## config.mk

```make
export PLATFORM = sky130hd
export DESIGN_NAME = seg_display_arbiter
export DESIGN_NICKNAME = d
export VERILOG_FILES = /design/src/rtl/seg_display_arbiter.sv
export SDC_FILE = /design/constraint.sdc
export NUM_CORES = 1
export LEC_CHECK = 0
export ABC_CLOCK_PERIOD_IN_PS = 2850
export CORE_MARGIN = 2
export CORE_UTILIZATION = 40
export DETAILED_ROUTE_END_ITERATION = 8
export GPL_ROUTABILITY_DRIVEN = 0
export HOLD_SLACK_MARGIN = 0.05
export PLACE_DENSITY_LB_ADDON = 0.08
export SETUP_SLACK_MARGIN = 0.2
export SLEW_MARGIN = 20
export SYNTH_ARGS = -nofsm -noshare
export SYNTH_HDL_FRONTEND = slang
export SYNTH_SLANG_ARGS = --single-unit
```

## constraint.sdc

```tcl
create_clock -name clk_out -period 2.85 [get_ports clk_out]
set_input_delay 0.285 -clock clk_out [delete_from_list [all_inputs] [get_ports clk_out]]
set_output_delay 0.285 -clock clk_out [all_outputs]
set_load 0.02 [all_outputs]
```

## src/rtl/seg_display_arbiter.sv

```systemverilog
// Priority arbiter sharing the 8-digit seven-segment driver between a background
// source and two requesters, with minimum hold time and per-source blinking.
module seg_display_arbiter #(
  parameter int unsigned HOLD_TICKS  = 8000,
  parameter int unsigned BLINK_TICKS = 4000,
  parameter int unsigned CNT_W       = 16,
  parameter logic [7:0]  BLANK       = 8'hFF
) (
  input  logic        clk_out,
  input  logic        reset,
  input  logic        req1,
  input  logic        req2,
  input  logic [63:0] frame0,
  input  logic [63:0] frame1,
  input  logic [63:0] frame2,
  input  logic [2:0]  blink,
  output logic [7:0]  display0,
  output logic [7:0]  display1,
  output logic [7:0]  display2,
  output logic [7:0]  display3,
  output logic [7:0]  display4,
  output logic [7:0]  display5,
  output logic [7:0]  display6,
  output logic [7:0]  display7,
  output logic [2:0]  grant,
  output logic        switch_pulse
);

  typedef enum logic [1:0] {S_BG, S_HOLD, S_OWN} state_t;

  state_t             state_q, state_d;
  logic [2:0]         grant_q, grant_d;
  logic [CNT_W-1:0]   hold_q, hold_d;
  logic [CNT_W-1:0]   bcnt_q, bcnt_d;
  logic               phase_q, phase_d;
  logic               sp_q, sp_d;
  logic [63:0]        disp_q, disp_d;

  logic               own2, own_req, oth_req, evaluate, switching, blank_now;
  logic [63:0]        sel_frame;

  always_comb begin
    state_d  = state_q;
    grant_d  = grant_q;
    hold_d   = hold_q;
    evaluate = 1'b0;
    own2     = grant_q[2];
    own_req  = own2 ? req2 : req1;
    oth_req  = own2 ? req1 : req2;

    case (state_q)
      S_BG: begin
        if (req2) begin
          state_d = S_HOLD;
          grant_d = 3'b100;
          hold_d  = CNT_W'(HOLD_TICKS - 1);
        end else if (req1) begin
          state_d = S_HOLD;
          grant_d = 3'b010;
          hold_d  = CNT_W'(HOLD_TICKS - 1);
        end
      end
      S_HOLD: begin
        if (hold_q != '0) hold_d = hold_q - CNT_W'(1);
        else              evaluate = 1'b1;
      end
      S_OWN:   evaluate = 1'b1;
      default: begin
        state_d = S_BG;
        grant_d = 3'b001;
      end
    endcase

    // Hold expiry edge doubles as the first ownership evaluation, so a source
    // whose request already dropped keeps the grant for exactly HOLD_TICKS cycles.
    if (evaluate) begin
      if (!own2 && req2) begin
        state_d = S_HOLD;
        grant_d = 3'b100;
        hold_d  = CNT_W'(HOLD_TICKS - 1);
      end else if (!own_req && oth_req) begin
        state_d = S_HOLD;
        grant_d = own2 ? 3'b010 : 3'b100;
        hold_d  = CNT_W'(HOLD_TICKS - 1);
      end else if (!own_req) begin
        state_d = S_BG;
        grant_d = 3'b001;
      end else begin
        state_d = S_OWN;
      end
    end
  end

  always_comb begin
    switching = (grant_d != grant_q);
    sp_d      = switching;
    bcnt_d    = bcnt_q + CNT_W'(1);
    phase_d   = phase_q;
    if (switching) begin
      bcnt_d  = '0;
      phase_d = 1'b0;
    end else if (bcnt_q == CNT_W'(BLINK_TICKS - 1)) begin
      bcnt_d  = '0;
      phase_d = ~phase_q;
    end

    case (grant_q)
      3'b100:  sel_frame = frame2;
      3'b010:  sel_frame = frame1;
      default: sel_frame = frame0;
    endcase
    blank_now = (|(blink & grant_q)) && phase_q;
    disp_d    = blank_now ? {8{BLANK}} : sel_frame;
  end

  always_ff @(posedge clk_out or negedge reset) begin
    if (!reset) begin
      state_q <= S_BG;
      grant_q <= 3'b001;
      hold_q  <= '0;
      bcnt_q  <= '0;
      phase_q <= 1'b0;
      sp_q    <= 1'b0;
      disp_q  <= {8{BLANK}};
    end else begin
      state_q <= state_d;
      grant_q <= grant_d;
      hold_q  <= hold_d;
      bcnt_q  <= bcnt_d;
      phase_q <= phase_d;
      sp_q    <= sp_d;
      disp_q  <= disp_d;
    end
  end

  assign grant        = grant_q;
  assign switch_pulse = sp_q;
  assign display0     = disp_q[7:0];
  assign display1     = disp_q[15:8];
  assign display2     = disp_q[23:16];
  assign display3     = disp_q[31:24];
  assign display4     = disp_q[39:32];
  assign display5     = disp_q[47:40];
  assign display6     = disp_q[55:48];
  assign display7     = disp_q[63:56];

endmodule

```

==> impl_metrics.json, run 1 <==
{
  "ys_dominant_reg_cell": "dfstp_2",
  "ir_drop_v": 0.000577,
  "total_of_flip_flops_plus_latches_after_synthesis": 103,
  "status": "finished, final reports clean",
  "final_cells": 998,
  "cts-root-to-sink-buffers": 2,
  "hold_path.class": "in -> reg",
  "critical_path.endpoint": "switch_pulse",
  "grt_pass1_vias": 5747,
  "fraction_of_final_layout_cells_with_drive_strength_greater_than_1_pct": 14.6,
  "cp-startpoint": "state_q[1]",
  "netlist-cell-type-count": 56,
  "slew_viol_final": 0,
  "tritoncts.num_buffers": 9,
  "num_antenna_cells": 0,
  "totalWireLength_mm": 19.1,
  "cts_htree_levels": 3,
  "drc": 0,
  "syn-mean-instance-area_um2": 9.63,
  "synth_edf_count": 0,
  "detail-route-antenna-nets": 0,
  "fin_util_pct": 65.3,
  "unrepaired_setup_endpoints_after_global_routing": "false",
  "maxCapViolCount": 0,
  "global_route_wire_length_before_repair_mm": 29.7,
  "r2r-end": "switch_pulse",
  "synth_cells": 555,
  "cts_root_buffer": "clkbuf_16",
  "critPathArrivalTime_ns": 2.74,
  "worst_slew_margin_relative_to_its_limit_pct": 50.2,
  "worst_pin_slew_ns": 0.747,
  "chipWidth_um": 120,
  "layout_common_cells": "clkdlybuf4s50_1, nand2_1, nand3_1",
  "final_hold_viol_count": 0,
  "power.static_leakage_nw": 3.55,
  "avgRoutedWirePerCell_um": 19.1,
  "setup_tns_ns": 0,
  "dp.final_hpwl_mm": 14.6,
  "clock_tree_from_tritoncts": "yes",
  "die_height_um": 120,
  "path_class": "reg -> reg",
  "final_common_cell": "clkdlybuf4s50_1",
  "globalRouteOverflowTotal": 0,
  "pin_count_of_the_biggest_net_entering_global_routing": 58,
  "dr_total_vias": 5464,
  "fin_crit_sh_pct": 87.8,
  "timing.critical_path.fanout_max": 18,
  "endpoint_kind": "register",
  "ys.warnings.count": 0,
  "worst_setup_hold_path_clk_slew_ns": 0.07,
  "cts_setup_buffers": 0,
  "report.power.total_mw": 7.99,
  "fin_nets": 1023,
  "power.density_nw_per_um2": 932,
  "core-area_um2": 13100,
  "timing.clock.skew_ns": 0.00402,
  "ff2ff_path_depth": 9,
  "rows": 42,
  "async_s_r_ff_share_synth_pct": 100,
  "synthesis.nets": 761,
  "clock_sink_count": 103,
  "reg2reg_from": "state_q[1]",
  "clk-insertion-delay-late_ns": 0.35,
  "startpoint_type": "register",
  "nFillCells": 1109,
  "pin_count": 267,
  "via_per_inst": 5.47,
  "antenna_found_initial": 0,
  "final_period_minus_worst_setup_slack_ns": 2.50,
  "reg2reg_setup_slack_ns": 0.35,
  "detail_route.iter0.violations": 466,
  "grt_use_total_pct": 26.7,
  "mappedNetlistArea_um2": 5340,
  "clock.fmax_mhz": 400,
  "timing.critical_path.required_ns": 3.08,
  "setup_viol": 0,
  "drt_pass1_iterations": 5,
  "port_buffers": 266,
  "floorplan.initialDensity_pct": 40.7,
  "layout-area-overhead-vs-synth_pct": 60.5,
  "dp_cells": 981,
  "seq_area_frac_synth_pct": 49.8,
  "die_area_um2": 14300
}
==> metal layers <==
| metal | track usage [%] | wire (µm) | vias to the layer above | part of all wire, % |
|---|---|---|---|---|
| li1 | - | - | 2550 | - |
| met1 | 30.9 | 7350 | 2656 | 38 |
| met2 | 45.5 | 9540 | 215 | 50 |
| met3 | 10.2 | 1600 | 43 | 8.4 |
| met4 | 8.75 | 620 | 0 | 3.2 |
| met5 | 0 | 0 | - | 0 |
==> registers in the layout, summed over array words and instances (netlist names) <==
register and count:
bcnt_q 16, disp_q 64, grant 3, hold_q 16
phase_q 1, state_q 2, switch_pulse 1
==> how the worst min path moves through the flow <==
stage | end | cells past startpoint | start
after floorplan | bcnt_q[0] | 0 | reset
after global placement | state_q[0] | 1 | reset
after detailed placement | grant[2] | 1 | reset
after CTS | disp_q[62] | 3 | frame0[62]
after global routing | disp_q[46] | 3 | frame0[46]
final | disp_q[62] | 3 | frame0[62]
==> cells in the mapped netlist (10+ instances only) <==
cell type	count	area, µm²
clkbuf_1	32	120
nor2_1	15	56.3
dfrtp_1	38	951
nor4_1	12	75.1
inv_1	10	37.5
xor2_1	11	96.3
nor3_1	13	65.1
dfstp_2	65	1710
o21ai_0	18	90.1
nand2_1	89	334
nand3_1	70	350
a22oi_1	66	495
and3_1	12	75.1
a21oi_1	10	50.1
==> cells by family (layout without fill, tap and decap cells) <==
| group | Yosys count | after routing | share of synthesized area (%) |
|---|---|---|---|
| XOR/XNOR | 22 | 22 | 3.89 |
| adder cells (fa/ha/maj) | 7 | 7 | 1.64 |
| AO/OA/AOI/OAI | 117 | 117 | 15.4 |
| AND/OR/NAND/NOR | 254 | 254 | 24.5 |
| multiplexers | 5 | 5 | 0.960 |
| flip-flops | 103 | 103 | 49.8 |
| buffers and inverters | 47 | 314 | 3.79 |
==> cell type report <==
type | instances | area (µm²) | area share, %
multi-input combinational | 405 | 2510 | 29.3
clock buffer | 10 | 229 | 2.67
timing repair buffer | 287 | 2850 | 33.2
clock inverter | 6 | 70.1 | 0.817
inverter | 11 | 41.3 | 0.481
sequential | 103 | 2660 | 31.0
tap | 176 | 220 | 2.57
==> worst max-delay path, stage by stage, from the launching register on <==
cell and delay, ns:
dfrtp_1 0.42, inv_1 0.13, ha_1 0.20, inv_2 0.10, or4_1 0.54, o211ai_1 0.17
o21ai_4 0.11, xnor2_2 0.13, buf_4 0.21, or3_1 0.37
==> where the power goes <==
| group | total (mW) | internal [mW] | switching [mW] | leakage (nW) |
|---|---|---|---|---|
| sequential | 2.52 | 2.31 | 0.214 | 1.15 |
| clock | 1.25 | 0.688 | 0.566 | 0.141 |
| combinational | 4.21 | 1.84 | 2.37 | 2.26 |
==> metrics by stage <==
stage,instance area [µm²],hold WS (ns),setup slack [ns]
CTS,8560,0.425,0.331
global placement,8250,0.398,0.364
detailed placement,8250,0.410,0.301
floorplan,5340,-0.0106,0.486
global route,8580,0.447,0.238
finish,8580,0.439,0.347
==> timing repair <==
action | in CTS | in global routing
resized for setup | 0 | 3
endpoints found under the hold margin | 30 | 0
hold buffers | 1 | 0
endpoints found under the setup margin | 0 | 17
Power figures use the tool's default switching activity.
==> run 2: changes to the inputs <==
--- a/config.mk
+++ b/config.mk
@@ -6,7 +6,7 @@
 export NUM_CORES = 1
 export LEC_CHECK = 0
 export ABC_CLOCK_PERIOD_IN_PS = 2850
-export CORE_MARGIN = 2
+export CORE_MARGIN = 5
 export CORE_UTILIZATION = 40
 export DETAILED_ROUTE_END_ITERATION = 8
 export GPL_ROUTABILITY_DRIVEN = 0
==> run 2 against run 1 <==
  * Via count shrank 1.1%
  * Clock skew grew 0.00062 ns
  * Critical path type unchanged
  * Routed wire length grew 5.6%
  * Cell count grew 0.20%
  * Die area grew 10%
  * Critical endpoint unchanged
  * Clock power shrank 3%
  * Cell area grew 0.18%
  * Flip-flop and latch count is the same
  * Register-to-register slack is essentially flat
  * Count of clock-buffer cells in the layout grew 2
  * Setup slack lost 0.015 ns
==> impl_metrics.json, run 2 (synthesis results as in run 1) <==
{
  "nFillCells": 1120,
  "rows": 42,
  "post_cts.resized_instances": 0,
  "chipWidth_um": 126,
  "power.static_leakage_nw": 3.56,
  "largest_register_ffs": 64,
  "timing.critical_path.required_ns": 3.07,
  "detail-route-antenna-nets": 0,
  "timing.clock.skew_ns": 0.00465,
  "postCtsHoldBufs": 0,
  "clock.fmax_mhz": 397,
  "cts-root-to-sink-buffers": 2,
  "dpl_worst_slack_ns": 0.302,
  "pin_count": 267,
  "critPathArrivalTime_ns": 2.74,
  "avgRoutedWirePerCell_um": 20.2,
  "detail_route.iter0.violations": 418,
  "tritoncts.num_buffers": 9,
  "setup_viol": 0,
  "regMostFlops": "disp_q",
  "fraction_of_final_layout_cells_with_drive_strength_greater_than_1_pct": 14.6,
  "port_buffers": 266,
  "post-route-worst-setup-slack_ns": 0.332,
  "endpoint_kind": "register",
  "worst_setup_hold_path_clk_slew_ns": 0.07,
  "unrepaired_setup_endpoints_after_global_routing": "false",
  "die_height_um": 126,
  "totalWireLength_mm": 20.2,
  "grt_use_total_pct": 25.4,
  "clock_sink_count": 103,
  "final_period_minus_worst_setup_slack_ns": 2.52,
  "hold_path.class": "in -> async",
  "setup_tns_ns": 0,
  "ir_drop_v": 0.000433,
  "timing.critical_path.fanout_max": 18,
  "dp.final_hpwl_mm": 15.4,
  "via_per_inst": 5.40,
  "status": "finished, final reports clean",
  "grt_pass1_vias": 5773,
  "dr_total_vias": 5402,
  "drt_pass1_iterations": 5,
  "grt.busiest_layer": "met2",
  "reg_top3": "disp_q (64), bcnt_q (16), hold_q (16)",
  "pin_count_of_the_biggest_net_entering_global_routing": 63,
  "final_common_cell": "clkdlybuf4s50_1",
  "cts_setup_buffers": 0,
  "fin_crit_sh_pct": 88.3,
  "slew_viol_final": 0,
  "layout-area-overhead-vs-synth_pct": 60.8,
  "fin_nets": 1022,
  "maxCapViolCount": 0,
  "core-area_um2": 13200,
  "globalRouteOverflowTotal": 0,
  "clock_tree_from_tritoncts": "yes",
  "die_area_um2": 15800,
  "globalRouteMet3Util_pct": 8.91,
  "global_route_wire_length_before_repair_mm": 31.5,
  "path_class": "reg -> reg",
  "startpoint_type": "register",
  "clk-insertion-delay-late_ns": 0.35,
  "cts_htree_levels": 3,
  "layout_common_cells": "clkdlybuf4s50_1, nand2_1, nand3_1",
  "floorplan.initialDensity_pct": 40.5,
  "gr-usage-met2_pct": 44.1,
  "cts_root_buffer": "clkbuf_16",
  "drc": 0,
  "worst_slew_margin_relative_to_its_limit_pct": 45.7,
  "final_hold_viol_count": 0,
  "worst_pin_slew_ns": 0.814,
  "antenna_found_initial": 3,
  "power.density_nw_per_um2": 933,
  "met1_capacity_usage_during_global_routing_pct": 29.1
}
==> run 2: report_power, final <==
group	total, mW	internal [mW]	switching [mW]	leakage (nW)
clock	1.21	0.680	0.534	0.141
sequential	2.52	2.31	0.211	1.15
combinational	4.28	1.87	2.41	2.27
==> run 2: layer usage <==
layer / up-vias / wire length (µm)
met2: 203 / 10500
met4: 0 / 521
met3: 34 / 1690
met5: - / 0
li1: 2551 / -
met1: 2614 / 7500
==> run 2: per-stage QoR <==
stage          power [mW]  hold slack, ns  util, %  cell area (µm²)  instances
3_5_place_dp         6.82           0.437     62.7             8270        981
6_report             8.01          0.0349     65.1             8590       1000
3_3_place_gp         6.74           0.429     62.7             8270        981
5_1_grt              8.51          0.0999     65.1             8590       1000
2_1_floorplan        4.84         -0.0106        -             5340        555
4_1_cts              8.06          0.0579     64.8             8550        997
==> run 2: layout make-up <==
type                    count  area (µm²)  area share (%)
multi-input cells         405        2530            29.5
well taps                 176         220            2.56
inverters                  11        41.3           0.481
flip-flops and latches    103        2660            30.9
repair buffers            286        2850            33.1
diodes                      3        7.51          0.0874
clock inverters             4        46.3           0.539
clock buffers              12         236            2.75
==> run 2: worst max-delay path, stage by stage (launching register included) <==
cell and delay, ns:
dfrtp_1 0.40, inv_1 0.13, ha_1 0.20, inv_2 0.11, or4_1 0.54, o211ai_1 0.17
o21ai_4 0.11, xnor2_2 0.14, buf_4 0.21, or3_1 0.38
==> run 2: path summary, 6_finish.rpt <==
| path | start | endpoint | slack [ns] | cells past startpoint |
|---|---|---|---|---|
| setup / recovery | state_q[1] | switch_pulse | 0.33 | 9 |
| hold / removal | reset | hold_q[3] | 0.03 | 1 |
| setup reg to reg | state_q[1] | switch_pulse | 0.33 | 9 |
| hold reg to reg | bcnt_q[0] | bcnt_q[0] | 0.55 | 2 |
| max in group asynchronous | reset | disp_q[27] | 1.98 | 2 |
| min in group clk_out | frame0[39] | disp_q[39] | 0.45 | 3 |
==> run 3: changes to the inputs <==
--- a/config.mk
+++ b/config.mk
@@ -5,9 +5,9 @@
 export SDC_FILE = /design/constraint.sdc
 export NUM_CORES = 1
 export LEC_CHECK = 0
-export ABC_CLOCK_PERIOD_IN_PS = 2850
-export CORE_MARGIN = 5
-export CORE_UTILIZATION = 40
+export ABC_CLOCK_PERIOD_IN_PS = 3000
+export CORE_MARGIN = 4
+export CORE_UTILIZATION = 44
 export DETAILED_ROUTE_END_ITERATION = 8
 export GPL_ROUTABILITY_DRIVEN = 0
 export HOLD_SLACK_MARGIN = 0.05
==> constraint.sdc (replaced) <==
create_clock -name clk_out -period 3 [get_ports clk_out]
set_input_delay 0.3 -clock clk_out [delete_from_list [all_inputs] [get_ports clk_out]]
set_output_delay 0.3 -clock clk_out [all_outputs]
set_load 0.02 [all_outputs]
==> run 3 against run 2 <==
  * Worst hold slack gained 0.079 ns
  * Highest routed layer unchanged
  * Clock skew grew 0.0035 ns
  * Count of clock-buffer cells in the layout is the same
  * Via count grew 0.37%
  * First-iteration DRC count grew 6.5%
  * Global-route usage grew 2.2 points
  * Sequential share of layout area grew 0.46 points
  * Critical path depth is the same
  * Routed wire length shrank 4.3%
==> impl_metrics.json, run 3 (synthesis results as in run 1) <==
{
  "avgRoutedWirePerCell_um": 20.1,
  "dp.final_hpwl_mm": 14.8,
  "die_height_um": 118,
  "clock_tree_from_tritoncts": "yes",
  "ir_drop_v": 0.000467,
  "port_buffers": 266,
  "final_period_minus_worst_setup_slack_ns": 2.56,
  "global_route_wire_length_before_repair_mm": 30.5,
  "final_cells": 960,
  "dpl_worst_slack_ns": 0.401,
  "pin_count_of_the_biggest_net_entering_global_routing": 75,
  "dp_cells": 944,
  "antenna_found_initial": 0,
  "startpoint_type": "register",
  "grt_use_total_pct": 27.6,
  "timing.clock.skew_ns": 0.00816,
  "setup_viol": 0,
  "endpoint_kind": "register",
  "cts_htree_levels": 3,
  "area.sequential_um2": 2660,
  "layout-area-overhead-vs-synth_pct": 58.4,
  "core-area_um2": 11700,
  "floorplan.initialDensity_pct": 45.8,
  "reg_top3": "disp_q (64), bcnt_q (16), hold_q (16)",
  "maxCapViolCount": 0,
  "fin_nets": 1018,
  "largest_register_ffs": 64,
  "totalWireLength_mm": 19.3,
  "slew_viol_final": 0,
  "num_antenna_cells": 0,
  "final_hold_viol_count": 0,
  "fraction_of_final_layout_cells_with_drive_strength_greater_than_1_pct": 14.0,
  "post-route-worst-setup-slack_ns": 0.444,
  "postCtsHoldBufs": 0,
  "rows": 39,
  "drc": 0,
  "clk-insertion-delay-late_ns": 0.35,
  "timing.critical_path.required_ns": 3.22,
  "worst_pin_slew_ns": 0.913,
  "chipWidth_um": 118,
  "cts_root_buffer": "clkbuf_16",
  "unrepaired_setup_endpoints_after_global_routing": "false",
  "worst_slew_margin_relative_to_its_limit_pct": 39.1,
  "detail-route-antenna-nets": 0,
  "cts_setup_buffers": 0,
  "post_dp_cell_area_um2": 8180,
  "pin_count": 267,
  "clock_sink_count": 103,
  "status": "finished, final reports clean",
  "critPathArrivalTime_ns": 2.78,
  "layout.cell_area.non_filler_um2": 8460,
  "drt_pass1_iterations": 5,
  "regMostFlops": "disp_q",
  "grt_pass1_vias": 5502,
  "path_class": "reg -> reg",
  "multi_input_gate_area_um2": 2500,
  "cts-root-to-sink-buffers": 2,
  "fin_util_pct": 72.6,
  "fin_crit_sh_pct": 85.2,
  "final_common_cell": "clkdlybuf4s50_1",
  "power.static_leakage_nw": 3.52,
  "clock.fmax_mhz": 391,
  "layout_common_cells": "clkdlybuf4s50_1, nand2_1, nand3_1",
  "detail_route.iter0.violations": 445,
  "setup_tns_ns": 0,
  "tritoncts.num_buffers": 9,
  "dr_total_vias": 5422,
  "timing.critical_path.fanout_max": 18,
  "die_area_um2": 14000,
  "via_per_inst": 5.65,
  "nFillCells": 841,
  "worst_setup_hold_path_clk_slew_ns": 0.06,
  "globalRouteOverflowTotal": 0,
  "power.density_nw_per_um2": 886,
  "hold_path.class": "in -> async",
  "post_cts.resized_instances": 0
}
==> run 3: metrics by stage <==
step	hold WS [ns]	total power [mW]
floorplan	0.00441	4.60
finish	0.113	7.50
global route	0.160	7.93
detailed placement	0.497	6.40
global placement	0.484	6.32
CTS	0.126	7.53
==> run 3: report_power, final <==
group / internal [mW] / leakage (nW) / switching (mW) / total, mW
logic: 1.74 / 2.24 / 2.25 / 3.99
clock network: 0.590 / 0.137 / 0.520 / 1.11
registers: 2.20 / 1.15 / 0.202 / 2.40
total: 4.53 / 3.52 / 2.97 / 7.50
==> run 3: worst paths after layout <==
kind | from | end | slack (ns) | cells past startpoint
max in group asynchronous | reset | disp_q[20] | 2.10 | 2
worst max register to register | hold_q[0] | switch_pulse | 0.44 | 9
worst min register to register | hold_q[14] | hold_q[14] | 0.56 | 1
worst min-delay path | reset | bcnt_q[1] | 0.11 | 1
min in group clk_out | frame0[25] | disp_q[25] | 0.47 | 3
worst max-delay path | hold_q[0] | switch_pulse | 0.44 | 9
==> run 3: final cells by class <==
class	instances	area share (%)
sequential	103	31.4
clock buffer	12	2.91
timing repair buffer	282	33.1
clock inverter	4	0.340
tap	143	2.11
inverter	11	0.488
multi-input combinational	405	29.6
==> run 3: worst max-delay path: stages, from the launching register on <==
cell and delay [ns]:
dfrtp_1 0.41, inv_1 0.10, ha_1 0.20, nor4bb_2 0.35
nand2_1 0.16, o21a_1 0.35, o21ai_4 0.22, xnor2_2 0.07
buf_4 0.21, or3_1 0.37
==> run 3: routing by layer <==
layer | vias to the layer above | GRT usage, % | part of all wire, % | wire length [µm]
met2 | 233 | 47.3 | 51 | 9850
met5 | - | 0 | 0 | 0
met3 | 23 | 10.2 | 9.7 | 1880
li1 | 2539 | - | - | -
met1 | 2627 | 32.8 | 38 | 7250
met4 | 0 | 7.40 | 1.7 | 336
